--- config.mk ---
export PLATFORM = sky130hd
export DESIGN_NAME = clk_div_prog
export DESIGN_NICKNAME = d
export VERILOG_FILES = /design/src/rtl/clk_div_prog.sv
export SDC_FILE = /design/constraint.sdc
export NUM_CORES = 1
export LEC_CHECK = 0
export ABC_AREA = 1
export CELL_PAD_IN_SITES_DETAIL_PLACEMENT = 1
export CELL_PAD_IN_SITES_GLOBAL_PLACEMENT = 1
export CORE_ASPECT_RATIO = 1.5
export CORE_MARGIN = 2
export CORE_UTILIZATION = 35
export DETAILED_ROUTE_END_ITERATION = 10
export HOLD_SLACK_MARGIN = 0.02
export PLACE_DENSITY = 0.73
export SLEW_MARGIN = 10
export SYNTH_ARGS = -nofsm -noshare
export SYNTH_HDL_FRONTEND = slang
export SYNTH_SLANG_ARGS = --single-unit
--- constraint.sdc ---
create_clock -name clk_10khz -period 2.3 [get_ports clk_10khz]
set_clock_uncertainty 0.1 [all_clocks]
set_input_delay 0.46 -clock clk_10khz [delete_from_list [all_inputs] [get_ports clk_10khz]]
set_output_delay 0.46 -clock clk_10khz [all_outputs]
set_load 0.03 [all_outputs]
--- src/rtl/clk_div_prog.sv ---
`default_nettype none
// ============================================================================
//  Module      : clk_div_prog
//  Description : Programmable clock divider with periodic and one-shot modes;
//                registered square-wave output, per-period tick, expiry flag.
//  Revision    : 1.0  initial release
// ============================================================================
module clk_div_prog #(
    parameter int CNT_W    = 16,
    parameter int DEF_HALF = 4999
) (
    input  logic             clk_10khz,
    input  logic             rst,
    input  logic             en,
    input  logic             load,
    input  logic [CNT_W-1:0] half_in,
    input  logic             mode_in,
    output logic [CNT_W-1:0] half_cur,
    output logic             clk_out,
    output logic             tick,
    output logic             done
);

    localparam logic [CNT_W-1:0] c_def_half     = CNT_W'(DEF_HALF);
    localparam logic             c_mode_oneshot = 1'b1;

    logic [CNT_W-1:0] r_cnt;
    logic [CNT_W-1:0] r_half;
    logic             r_mode;
    logic             r_clk;
    logic             r_tick;
    logic             r_done;
    logic             w_term;

    // Counter only ever reaches r_half, so equality is the sole terminal test.
    assign w_term = (r_cnt == r_half);

    always_ff @(posedge clk_10khz or posedge rst) begin
        if (rst) begin
            r_cnt  <= '0;
            r_half <= c_def_half;
            r_mode <= 1'b0;
            r_clk  <= 1'b0;
            r_tick <= 1'b0;
            r_done <= 1'b0;
        end else if (load) begin
            // Load wins over enable and over a coincident terminal count.
            r_half <= half_in;
            r_mode <= mode_in;
            r_cnt  <= '0;
            r_clk  <= 1'b0;
            r_tick <= 1'b0;
            r_done <= 1'b0;
        end else if (en && !r_done) begin
            if (w_term) begin
                r_cnt <= '0;
                if (r_mode == c_mode_oneshot) begin
                    r_clk  <= 1'b1;
                    r_tick <= 1'b1;
                    r_done <= 1'b1;
                end else begin
                    r_clk  <= ~r_clk;
                    r_tick <= ~r_clk;
                end
            end else begin
                r_cnt  <= r_cnt + 1'b1;
                r_tick <= 1'b0;
            end
        end else begin
            r_tick <= 1'b0;
        end
    end

    assign half_cur = r_half;
    assign clk_out  = r_clk;
    assign tick     = r_tick;
    assign done     = r_done;

endmodule
`default_nettype wire

==> flow_summary_export.csv <==
group,metric,value,unit
outcome,status,"complete, no violations",
logic_synthesis,synthesis.nets,293,
finish,diodes,0,
detailed_routing,totalWireLength,5080,µm
global_routing,grt_usage,18.1,%
logic_synthesis,postSynthCellCount,271,
worst_setup_path,critPathTopFamily,"buffers and inverters",
die,start_util,36.2,%
sta,hold-worst-slack,409,ps
power_and_ir_drop,power_density,606,nW/µm²
min_path,min_to,"half_cur[7]",
cts,cts_tree,"yes",
finish,areaGrowthSynthToFinish,28.2,%
place,portBuffers,39,
detailed_routing,wl_per_cell,13.2,µm
logic_synthesis,ys_types,27,
flow_run,cap_violations,0,
worst_setup_path,slowest_stage,"clkdlybuf4s50_1",
cts,clock-sinks,36,
sta,tightest_slew,475,ps
place,gp_congestion,0.822,
logic_synthesis,syn_area,1980,µm²
cts,post-cts-setup-buffers,0,
worst_setup_path,worstSetupEndpointType,"output pin",
worst_setup_path,regToRegSetupSlack,480,ps
logic_synthesis,synth_area_leaders,"dfrtp_1 (37%), nand2_1 (17%), dfstp_2 (9.3%)",
place,dp_hpwl,3990,µm
global_routing,grt_pass1_vias,1899,
sta,tns,0,ps
detailed_routing,via_per_inst,4.74,
logic_synthesis,synth-seq-cells,36,
worst_setup_path,arrival,1500,ps
finish,drive_gt1_share,9.21,%
sta,period_share,89.6,%
global_routing,grt_max_degree,37,
detailed_routing,dr_total_vias,1826,
worst_setup_path,r2r_start,"r_cnt[10]",
worst_setup_path,worstPathRequired,1740,ps
power_and_ir_drop,p_total,1.54,mW
sta,fmax,485,MHz
detailed_routing,drt_first_pass_iters,3,
cts,max-clock-path-buffers,2,
logic_synthesis,synth_top_cell_by_area,"dfrtp_1",
cts,cts_hold_buf,0,
cts,cts_htree_levels,2,
cts,path_clk_slew,70,ps
cts,cts_resized,0,
worst_setup_path,cp-start-kind,"flip-flop",
worst_setup_path,slowest_delay,670,ps
worst_setup_path,worstReg2RegEnd,"clk_out",
sta,hold_viol_final,0,
cts,cts_inserted_buffers,5,
detailed_routing,drt.antenna.violating_nets,0,
sta,drv_slew,0,
finish,layout_common_cells,"nand2_1 (92), clkdlybuf4s50_1 (39), inv_1 (37)",
global_routing,grt_overflow,0,
cts,root_buffer,"clkbuf_8",
worst_setup_path,crit_fanout,3,
die,fp.dieArea,6270,µm²
global_routing,antenna_found_initial,0,
min_path,holdPathStages,2,
sta,period_minus_slack,2060,ps
worst_setup_path,worstRegToRegCells,11,
logic_synthesis,yosysWarnings,0,
finish,fill_cells,719,
die,die_h,96.0,µm
power_and_ir_drop,ir_drop,0.000303,V
sta,slew_headroom,68.3,%
logic_synthesis,ys_seq_area_share,46.0,%
global_routing,grt_first_pass_wirelength,8550,µm
sta,rsz0062_at_grt,"no",
die,core,5450,µm²
die,io_pins,40,
die,rows,33,
detailed_routing,drc,0,
sta,setup_viol,0,
worst_setup_path,worstSetupPathType,"flip-flop to output pin",
die,die_w,65.3,µm
logic_synthesis,netlist.area_leader.share,36.7,%
finish,final_common_cell,"nand2_1",
min_path,hold_path.class,"flip-flop to flip-flop",
power_and_ir_drop,leakagePower,1.14,nW
cts,clock_latency,290,ps
worst_setup_path,cp.buffers_inverters,1,
finish,nets,337,
worst_setup_path,crit_chain,"clkdlybuf4s50_1",
logic_synthesis,synth.avg_cell_area,7.29,µm²
detailed_routing,drtIter0Drc,32,
min_path,min_from,"half_cur[7]",
-- synth_stat cells, drive strengths merged --
master / number
nand2: 94
dfstp: 7
nor4: 1
a22oi: 1
clkbuf: 3
inv: 41
o21ai: 22
a21oi: 9
nor3: 4
ha: 1
o22ai: 3
xor2: 11
nand4: 5
buf: 5
nor2: 26
dfrtp: 29
nand3b: 1
nand3: 8
-- power by group --
part	switching [mW]	internal [mW]
Clock	0.222	0.206
Combinational	0.221	0.154
Sequential	0.0412	0.691
-- worst max-delay path by stage --
stage                startpoint          end  slack (ps)  cells after the start
floorplan           half_cur[9]      clk_out         700                     11
global placement           load      clk_out         270                      7
detailed placement           en    r_cnt[11]         190                      9
CTS                 half_cur[0]  half_cur[0]         220                      1
global route        half_cur[0]  half_cur[0]         190                      1
finish              half_cur[0]  half_cur[0]         240                      1
-- logic make-up (layout without fill, tap and decap cells) --
logic type / after synthesis / after routing / share of synthesized area (%)
AOI/OAI and AO/OA: 35 / 35 / 9.18
xor gates and xnor gates: 11 / 11 / 4.88
adders and majority gates: 1 / 1 / 0.633
buffers and inverters: 49 / 93 / 10.0
DFF: 36 / 36 / 46.0
and+or+nand+nor: 139 / 139 / 29.3
-- layout make-up --
| cell class | count | area, µm² | area share (%) |
|---|---|---|---|
| clock buffers | 6 | 72.6 | 2.87 |
| clock inverters | 1 | 5.00 | 0.198 |
| inverters | 41 | 154 | 6.08 |
| multi-input cells | 186 | 868 | 34.3 |
| flip-flops and latches | 36 | 910 | 35.9 |
| well taps | 70 | 87.6 | 3.46 |
| repair buffers | 45 | 435 | 17.2 |
-- layer usage --
| metal | track usage (%) | part of all wire (%) |
|---|---|---|
| met5 | 0 | 0 |
| met2 | 33.0 | 54 |
| met1 | 19.3 | 40 |
| met3 | 4.33 | 2.9 |
| met4 | 9.03 | 3.2 |
-- per-stage QoR --
stage	cell area (µm²)	util [%]	cells	setup WS, ps
after detailed placement	2450	45.0	378	193
after floorplan	1980	-	271	698
final	2530	46.5	385	240
after global placement	2450	45.0	378	268
after CTS	2530	46.5	385	216
after global routing	2530	46.5	385	190
-- flip-flops by register name (all words and copies together), names as in the netlist --
name      count
tick          1
half_cur     16
clk_out       1
done          1
r_mode        1
r_cnt        16
-- worst min-delay path, stage by stage (launching register included) --
cell and delay [ps]:
dfstp_2 380, inv_1 60, o21ai_0 70
Note: power is estimated with default switching activity, not from simulation.
